--- src/rtl/fp32_uart_frame_rx.sv ---
// UART receiver collecting FRAME_BYTES 8N1/8E1/8O1 characters into one word,
// offered downstream through a single-entry ready/valid holding register.
module fp32_uart_frame_rx #(
    parameter int unsigned CLKS_PER_BIT = 434,
    parameter int unsigned FRAME_BYTES  = 12,
    parameter bit          PARITY_EN    = 1'b0,
    parameter bit          PARITY_ODD   = 1'b0,
    parameter int unsigned TIMEOUT_BITS = 20
) (
    input  logic                     CLK_I,
    input  logic                     RSTL_I,
    input  logic                     UART_RX_I,
    input  logic                     RX_READY_I,
    output logic                     RX_VALID_O,
    output logic [8*FRAME_BYTES-1:0] RX_DATA_O,
    output logic                     FRAME_ERR_O,
    output logic                     PARITY_ERR_O,
    output logic                     OVERRUN_O,
    output logic                     TIMEOUT_O,
    output logic                     BUSY_O
);

    localparam int unsigned CLK_W    = $clog2(CLKS_PER_BIT);
    localparam int unsigned BYTE_W   = (FRAME_BYTES > 1) ? $clog2(FRAME_BYTES) : 1;
    localparam int unsigned TO_LIMIT = TIMEOUT_BITS * CLKS_PER_BIT;
    localparam int unsigned TO_W     = $clog2(TO_LIMIT + 1);

    localparam logic [CLK_W-1:0]  BIT_END   = CLK_W'(CLKS_PER_BIT - 1);
    localparam logic [CLK_W-1:0]  HALF_END  = CLK_W'(CLKS_PER_BIT / 2 - 1);
    localparam logic [BYTE_W-1:0] LAST_BYTE = BYTE_W'(FRAME_BYTES - 1);
    localparam logic [TO_W-1:0]   TO_END    = TO_W'(TO_LIMIT - 1);

    typedef enum logic [2:0] {
        ST_IDLE,
        ST_START,
        ST_DATA,
        ST_PARITY,
        ST_STOP,
        ST_RECOVER
    } state_t;

    logic                     r_sync_meta, r_rxs;
    state_t                   r_state, w_state_n;
    logic [CLK_W-1:0]         r_bit_clk, w_bit_clk_n;
    logic [2:0]               r_bit_idx, w_bit_idx_n;
    logic [BYTE_W-1:0]        r_byte_idx, w_byte_idx_n;
    logic [7:0]               r_byte, w_byte_n;
    logic                     r_par_err, w_par_err_n;
    logic [8*FRAME_BYTES-1:0] r_asm, w_asm_n;
    logic [TO_W-1:0]          r_to_cnt, w_to_cnt_n;
    logic                     r_commit, w_commit_n;
    logic                     r_valid, w_valid_n;
    logic [8*FRAME_BYTES-1:0] r_data, w_data_n;
    logic                     r_ferr, w_ferr_n;
    logic                     r_perr, w_perr_n;
    logic                     r_ovr, w_ovr_n;
    logic                     r_tout, w_tout_n;

    always_comb begin
        w_state_n    = r_state;
        w_bit_clk_n  = r_bit_clk;
        w_bit_idx_n  = r_bit_idx;
        w_byte_idx_n = r_byte_idx;
        w_byte_n     = r_byte;
        w_par_err_n  = r_par_err;
        w_asm_n      = r_asm;
        w_to_cnt_n   = '0;
        w_commit_n   = 1'b0;
        w_ferr_n     = 1'b0;
        w_perr_n     = 1'b0;
        w_tout_n     = 1'b0;

        case (r_state)
            ST_IDLE: begin
                w_bit_clk_n = '0;
                w_bit_idx_n = '0;
                w_par_err_n = 1'b0;
                // Timeout counter only runs while a partial frame is pending;
                // leaving IDLE always means a start edge, which clears it.
                if (!r_rxs) begin
                    w_state_n = ST_START;
                end else if (r_byte_idx != '0) begin
                    if (r_to_cnt == TO_END) begin
                        w_tout_n     = 1'b1;
                        w_byte_idx_n = '0;
                    end else begin
                        w_to_cnt_n = r_to_cnt + 1'b1;
                    end
                end
            end
            ST_START: begin
                if (r_bit_clk == HALF_END) begin
                    w_bit_clk_n = '0;
                    w_state_n   = r_rxs ? ST_IDLE : ST_DATA;
                end else begin
                    w_bit_clk_n = r_bit_clk + 1'b1;
                end
            end
            ST_DATA: begin
                if (r_bit_clk == BIT_END) begin
                    w_bit_clk_n           = '0;
                    w_byte_n[r_bit_idx]   = r_rxs;
                    w_bit_idx_n           = r_bit_idx + 3'd1;
                    if (r_bit_idx == 3'd7) begin
                        w_state_n = PARITY_EN ? ST_PARITY : ST_STOP;
                    end
                end else begin
                    w_bit_clk_n = r_bit_clk + 1'b1;
                end
            end
            ST_PARITY: begin
                if (r_bit_clk == BIT_END) begin
                    w_bit_clk_n = '0;
                    w_par_err_n = (r_rxs != ((^r_byte) ^ PARITY_ODD));
                    w_state_n   = ST_STOP;
                end else begin
                    w_bit_clk_n = r_bit_clk + 1'b1;
                end
            end
            ST_STOP: begin
                if (r_bit_clk == BIT_END) begin
                    w_bit_clk_n = '0;
                    if (!r_rxs) begin
                        w_ferr_n     = 1'b1;
                        w_byte_idx_n = '0;
                        w_state_n    = ST_RECOVER;
                    end else if (r_par_err) begin
                        w_perr_n     = 1'b1;
                        w_byte_idx_n = '0;
                        w_state_n    = ST_IDLE;
                    end else begin
                        for (int unsigned k = 0; k < FRAME_BYTES; k++) begin
                            if (r_byte_idx == BYTE_W'(k)) w_asm_n[8*k +: 8] = r_byte;
                        end
                        if (r_byte_idx == LAST_BYTE) begin
                            w_byte_idx_n = '0;
                            w_commit_n   = 1'b1;
                        end else begin
                            w_byte_idx_n = r_byte_idx + 1'b1;
                        end
                        w_state_n = ST_IDLE;
                    end
                end else begin
                    w_bit_clk_n = r_bit_clk + 1'b1;
                end
            end
            ST_RECOVER: begin
                if (r_rxs) w_state_n = ST_IDLE;
            end
            default: w_state_n = ST_IDLE;
        endcase
    end

    // A commit may replace the held frame in the very cycle it is consumed.
    always_comb begin
        w_valid_n = r_valid;
        w_data_n  = r_data;
        w_ovr_n   = 1'b0;
        if (r_valid && RX_READY_I) w_valid_n = 1'b0;
        if (r_commit) begin
            if (!r_valid || RX_READY_I) begin
                w_valid_n = 1'b1;
                w_data_n  = r_asm;
            end else begin
                w_ovr_n = 1'b1;
            end
        end
    end

    always_ff @(posedge CLK_I or negedge RSTL_I) begin
        if (!RSTL_I) begin
            r_sync_meta <= 1'b1;
            r_rxs       <= 1'b1;
            r_state     <= ST_IDLE;
            r_bit_clk   <= '0;
            r_bit_idx   <= '0;
            r_byte_idx  <= '0;
            r_byte      <= '0;
            r_par_err   <= 1'b0;
            r_asm       <= '0;
            r_to_cnt    <= '0;
            r_commit    <= 1'b0;
            r_valid     <= 1'b0;
            r_data      <= '0;
            r_ferr      <= 1'b0;
            r_perr      <= 1'b0;
            r_ovr       <= 1'b0;
            r_tout      <= 1'b0;
        end else begin
            r_sync_meta <= UART_RX_I;
            r_rxs       <= r_sync_meta;
            r_state     <= w_state_n;
            r_bit_clk   <= w_bit_clk_n;
            r_bit_idx   <= w_bit_idx_n;
            r_byte_idx  <= w_byte_idx_n;
            r_byte      <= w_byte_n;
            r_par_err   <= w_par_err_n;
            r_asm       <= w_asm_n;
            r_to_cnt    <= w_to_cnt_n;
            r_commit    <= w_commit_n;
            r_valid     <= w_valid_n;
            r_data      <= w_data_n;
            r_ferr      <= w_ferr_n;
            r_perr      <= w_perr_n;
            r_ovr       <= w_ovr_n;
            r_tout      <= w_tout_n;
        end
    end

    assign RX_VALID_O   = r_valid;
    assign RX_DATA_O    = r_data;
    assign FRAME_ERR_O  = r_ferr;
    assign PARITY_ERR_O = r_perr;
    assign OVERRUN_O    = r_ovr;
    assign TIMEOUT_O    = r_tout;
    assign BUSY_O       = (r_state != ST_IDLE) | (r_byte_idx != '0);

endmodule

--- config.mk ---
export PLATFORM = sky130hd
export DESIGN_NAME = fp32_uart_frame_rx
export DESIGN_NICKNAME = d
export VERILOG_FILES = /design/src/rtl/fp32_uart_frame_rx.sv
export SDC_FILE = /design/constraint.sdc
export NUM_CORES = 1
export LEC_CHECK = 0
export CORE_MARGIN = 2
export CORE_UTILIZATION = 51
export CTS_CLUSTER_SIZE = 20
export DETAILED_ROUTE_END_ITERATION = 10
export PLACE_DENSITY = 0.76
export SYNTH_ARGS = -nofsm -noshare
export SYNTH_HDL_FRONTEND = slang
export SYNTH_SLANG_ARGS = --single-unit
--- constraint.sdc ---
create_clock -name CLK_I -period 2.1 [get_ports CLK_I]
set_input_delay 0.63 -clock CLK_I [delete_from_list [all_inputs] [get_ports CLK_I]]
set_output_delay 0.63 -clock CLK_I [all_outputs]
set_load 0.02 [all_outputs]
# Yosys cells after proc, flatten, opt, wreduce, memory -nomap -nowiden

Cells that the tools add are included.

Bits in registers: 242
Word-level logic and storage cells: 152
Output and inout bits: 102
Input port bits: 4

Add/subtract/negate cells: 4
Equal/unequal tests: 31
Order comparisons: 2
Mux-type cells: 53
Bitwise logic cells: 2
Reductions and logical operators: 32

Operators with widths:

| kind                    | number |
|---|---|
| $reduce_and A5 Y1       | 13 |
| $mux W14                | 4 |
| $mux W4                 | 7 |
| $mux W3                 | 9 |
| $pmux W9 S3             | 1 |
| $mux W1                 | 23 |
| $ne A2 B2 Y1 const B    | 10 |
| $mux W9                 | 2 |
| $pmux W3 S6             | 1 |
| $eq A4 B3 Y1 const B    | 4 |
| $eq A4 B4 Y1 const B    | 4 |
| $add A14 B1 Y14 const B | 1 |
| $eq A14 B14 Y1 const B  | 1 |
| $add A9 B1 Y9 const B   | 1 |
| $eq A3 B3 Y1 const B    | 3 |
| $eq A9 B8 Y1 const B    | 1 |
| $eq A9 B9 Y1 const B    | 1 |
| $bwmux W8               | 1 |
| $eq A4 B2 Y1 const B    | 2 |
| $pmux W4 S2             | 1 |
| $reduce_and A2 Y1       | 4 |
| $reduce_xor A8 Y1       | 1 |
| $reduce_and A7 Y1       | 1 |
| $eq A3 B2 Y1 const B    | 2 |
| 22 further kinds        | 26 |

# Depth between registers and ports, before layout

Word-level depth: 6
Mapped depth: 7

# Worst setup path before layout

OpenSTA, ideal clock, no wires.

Kind: input-to-reg
From: input RX_READY_I
To: register r_data[39] (netlist: RX_DATA_O[39])
Buffers on the path: 2
Slack: 6 ps
Arrival time: 1969 ps
Setup time: 125 ps
Required time: 1975 ps
Cell stages on the path: 5
Cells stage by stage: nand2b_1 nand2_1 buf_1 clkbuf_1 mux2_2

Word-level cells in the longest chain between the ends: 2

Ends and longest elaborated chain:

| item                               | RTL line | source |
|---|---|---|
| start: declaration                 | 13       | `input logic RX_READY_I,` |
| $logic_or A1 B1 Y1                 | 161      | `if (!r_valid \|\| RX_READY_I) begin` |
| $reduce_and A2 Y1 (no source line) | n/a      |  |
| end signal: assignment             | 202      | `r_data <= w_data_n;` |
| end: declaration                   | 53       | `logic [8*FRAME_BYTES-1:0] r_data, w_data_n;` |

No other way between the ends.
A chain may end at the register's enable or synchronous reset.

# Worst setup path in the final report

From: register r_bit_clk[1]
To: register r_byte[1]

Word-level cells in the longest chain between the ends: 2

Ends and longest elaborated chain:

| item                               | RTL line | source |
|---|---|---|
| start: declaration                 | 44       | `logic [CLK_W-1:0] r_bit_clk, w_bit_clk_n;` |
| start signal: assignment           | 193      | `r_bit_clk <= w_bit_clk_n;` |
| $eq A9 B9 Y1                       | 100      | `if (r_bit_clk == BIT_END) begin` |
| $reduce_and A2 Y1 (no source line) | n/a      |  |
| end signal: assignment             | 196      | `r_byte <= w_byte_n;` |
| end: declaration                   | 47       | `logic [7:0] r_byte, w_byte_n;` |

No other way between the ends.

==> flow_summary_export.csv <==
group,metric,value,unit
critical_path,cp.arrival,2530,ps
logic_synthesis,synth_edf_count,0,
route,dr.pass1.iters,4,
status,status,"complete, but fails checks",
floorplan,start_util,52.2,%
clock_network,root_buffer,"clkbuf_16",
critical_path,end_kind,"register",
flow_run,maxCapViolCount,0,
grt,grt_pass1_wl,33800,um
floorplan,die_y,143,um
floorplan,die_w,143,um
timing,finalCriticalPeriod,2140,ps
timing,timing.fmax,466,MHz
logic_synthesis,yosys_most_used_dff,"dfrtp_1",
finish,instances_no_fill,1101,
logic_synthesis,syn-cell-area,9790,um^2
logic_synthesis,synth_top_cell_by_area,"dfrtp_1",
route,drt_iter0_markers,324,
clock_network,clk_pin_slew,60,ps
timing,hold_violations,0,
timing,setup_viol,4,
place,dpl.cell_count,1048,
timing,rsz0062_at_grt,"yes",
logic_synthesis,yosysWarnings,0,
timing,layout_setup_ws,-44.4,ps
floorplan,die-area,20300,um^2
grt,grt-ovfl-total,0,
status,violations,"negative setup slack",
grt,antenna_found_initial,0,
floorplan,core_region_area,18800,um^2
logic_synthesis,synth_top_area_share,61.3,%
place,place_congestion,0.840,
logic_synthesis,ys_seq_area_share,61.9,%
finish,diodes,0,
pwr,vdd_drop_max,0.000652,V
logic_synthesis,synth_fp_nets,699,
place,io_buffers,105,
floorplan,num_rows,50,
grt,grt_start_max_net_pins,68,
critical_path,startpoint_type,"register",
finish,final_cell_area,12600,um^2
route,wl_per_cell,19.0,um
critical_path,crit_fanout,4,
finish,area_delta_synth_final,28.3,%
route,wl,20900,um
clock_network,cts_hold_buf,0,
logic_synthesis,yosys-top-cells-area,"dfrtp_1 (61%), mux2_2 (23%), nor2_1 (1.5%)",
clock_network,clockBufferDepth,3,
floorplan,boundaryPins,106,
grt,grt_pass1_vias,6317,
min_path,holdCritPathClass,"input port to async pin",
route,via_per_inst,5.39,
finish,drive_above_1_share,40.1,%
timing,fin_crit_sh,102,%
route,drc,0,
finish,final_core_util,66.9,%
clock_network,clk_latency,510,ps
finish,final_nets,863,
logic_synthesis,ys_seq_elements,242,
logic_synthesis,synth_cell_type_count,52,
clock_network,cts_inserted_buffers,24,
logic_synthesis,yosysMostFrequentCell,"dfrtp_1",
place,post_dp_cell_area,11500,um^2
clock_network,cts_sinks,242,
place,dp_hpwl,14200,um
logic_synthesis,syn-instance-count,685,
finish,nFillCells,1344,
logic_synthesis,async_flop_share,100,%
critical_path,worstSetupPathType,"register to register",
pwr,leakage,7.11,nW
timing,slew_violations,0,
timing,setup-tns-final,-88.7,ps
timing,worstMarginPinSlew,550,ps
grt,grtUsageTotal,21.1,%
logic_synthesis,synth_common_cells,"dfrtp_1 (240), mux2_2 (198), nor2_1 (40), clkbuf_1 (25), nand2_1 (22)",
clock_network,cts_tree,"done",
logic_synthesis,synth_area_per_cell,14.3,um^2
critical_path,crit_required,2490,ps
route,via_count,5931,
clock_network,htreeDepth,1,
timing,fin_skew,13.1,ps
route,ant_nets,0,
pwr,power,8.99,mW
pwr,power.density,716,nW/um^2
timing,slew_headroom,63.3,%
-- placed cells by master (no fill, tap or decap), types with 4 or more instances in the layout --
| master | Yosys | final |
|---|---|---|
| dfrtp_1 | 240 | 238 |
| mux2_2 | 198 | 197 |
| dlygate4sd2_1 | 0 | 73 |
| buf_4 | 0 | 56 |
| nor2_1 | 40 | 40 |
| dlymetal6s2s_1 | 0 | 27 |
| clkbuf_16 | 0 | 25 |
| nand2_1 | 22 | 18 |
| xnor2_1 | 16 | 16 |
| inv_1 | 13 | 10 |
| nand3_1 | 11 | 10 |
| xor2_1 | 9 | 9 |
| o21ai_0 | 8 | 8 |
| nand2_4 | 0 | 8 |
| ha_1 | 10 | 8 |
| clkinv_2 | 0 | 7 |
| buf_12 | 0 | 7 |
| a21oi_1 | 6 | 6 |
| nand4_1 | 5 | 5 |
| a22o_1 | 5 | 5 |
| and3_1 | 4 | 4 |
| nand2b_1 | 4 | 4 |
| nor2b_1 | 4 | 4 |
| mux2_4 | 0 | 4 |
| clkbuf_8 | 0 | 4 |
-- stage by stage --
stage | setup slack (ps) | hold slack [ps]
after CTS | -33.3 | 104
after floorplan | 6.17 | 334
after global routing | -134 | 121
after global placement | -56.6 | 347
final | -44.4 | 84.5
after detailed placement | -150 | 353
-- layer usage --
layer / share of wire (%) / track usage (%) / vias to the layer above
li1: - / - / 2709
met1: 44 / 28.5 / 3025
met2: 50 / 36.8 / 164
met3: 4.3 / 3.06 / 33
met4: 1.7 / 3.96 / 0
met5: 0 / 0 / -
-- final cells by class --
class / instances / area (um^2) / area share [%]
Clock buffer: 31 / 688 / 5.48
Clock inverter: 13 / 105 / 0.837
Timing Repair Buffer: 170 / 1620 / 12.9
Multi-Input combinational cell: 398 / 3740 / 29.8
Sequential cell: 242 / 6060 / 48.3
Tap cell: 234 / 293 / 2.33
Inverter: 13 / 48.8 / 0.389
-- worst max-delay path, stage by stage, from the launching register on --
cell and delay, ps:
dfrtp_1 390, inv_2 80, ha_4 110, and4bb_2 280
buf_4 130, and3_1 180, nand4_1 230, nor3_1 270
mux2_2 360
-- kinds of logic after synthesis --
group,after synthesis,synth area share [%]
AOI/OAI and AO/OA,31,2.19
xor gates and xnor gates,25,2.24
adders and majority gates,10,1.28
buffers and inverters,45,1.74
DFF,242,61.9
muxes,204,23.5
and+or+nand+nor,128,7.22
-- registers in the layout, summed over array words and instances (netlist names), 3 cells and up --
name / count
RX_DATA_O: 96
r_asm: 96
r_bit_clk: 9
r_bit_idx: 3
r_byte: 8
r_byte_idx: 4
r_state: 3
r_to_cnt: 14
-- worst paths after layout --
path,from,to,slack (ps),cells after the start
min in group CLK_I,r_sync_meta,r_rxs,360,0
worst max-delay path,r_bit_clk[1],r_byte[1],-40,8
max in group asynchronous,RSTL_I,r_asm[33],1400,2
worst max register to register,r_bit_clk[1],r_byte[1],-40,8
worst min-delay path,RSTL_I,r_asm[92],80,1
worst min register to register,r_sync_meta,r_rxs,360,0
-- power breakdown --
group          leakage, nW  internal [mW]  switching, mW
combinational         3.37         0.0308         0.0980
clock                0.389           2.45           1.75
sequential            3.36           4.67        0.00179
-- repair_timing --
item                       CTS  global route
buffers inserted             2             7
pin swaps                    3             9
resized for setup           98            50
setup endpoints to repair  172           135
No activity file was read; power rests on OpenSTA's default activity.
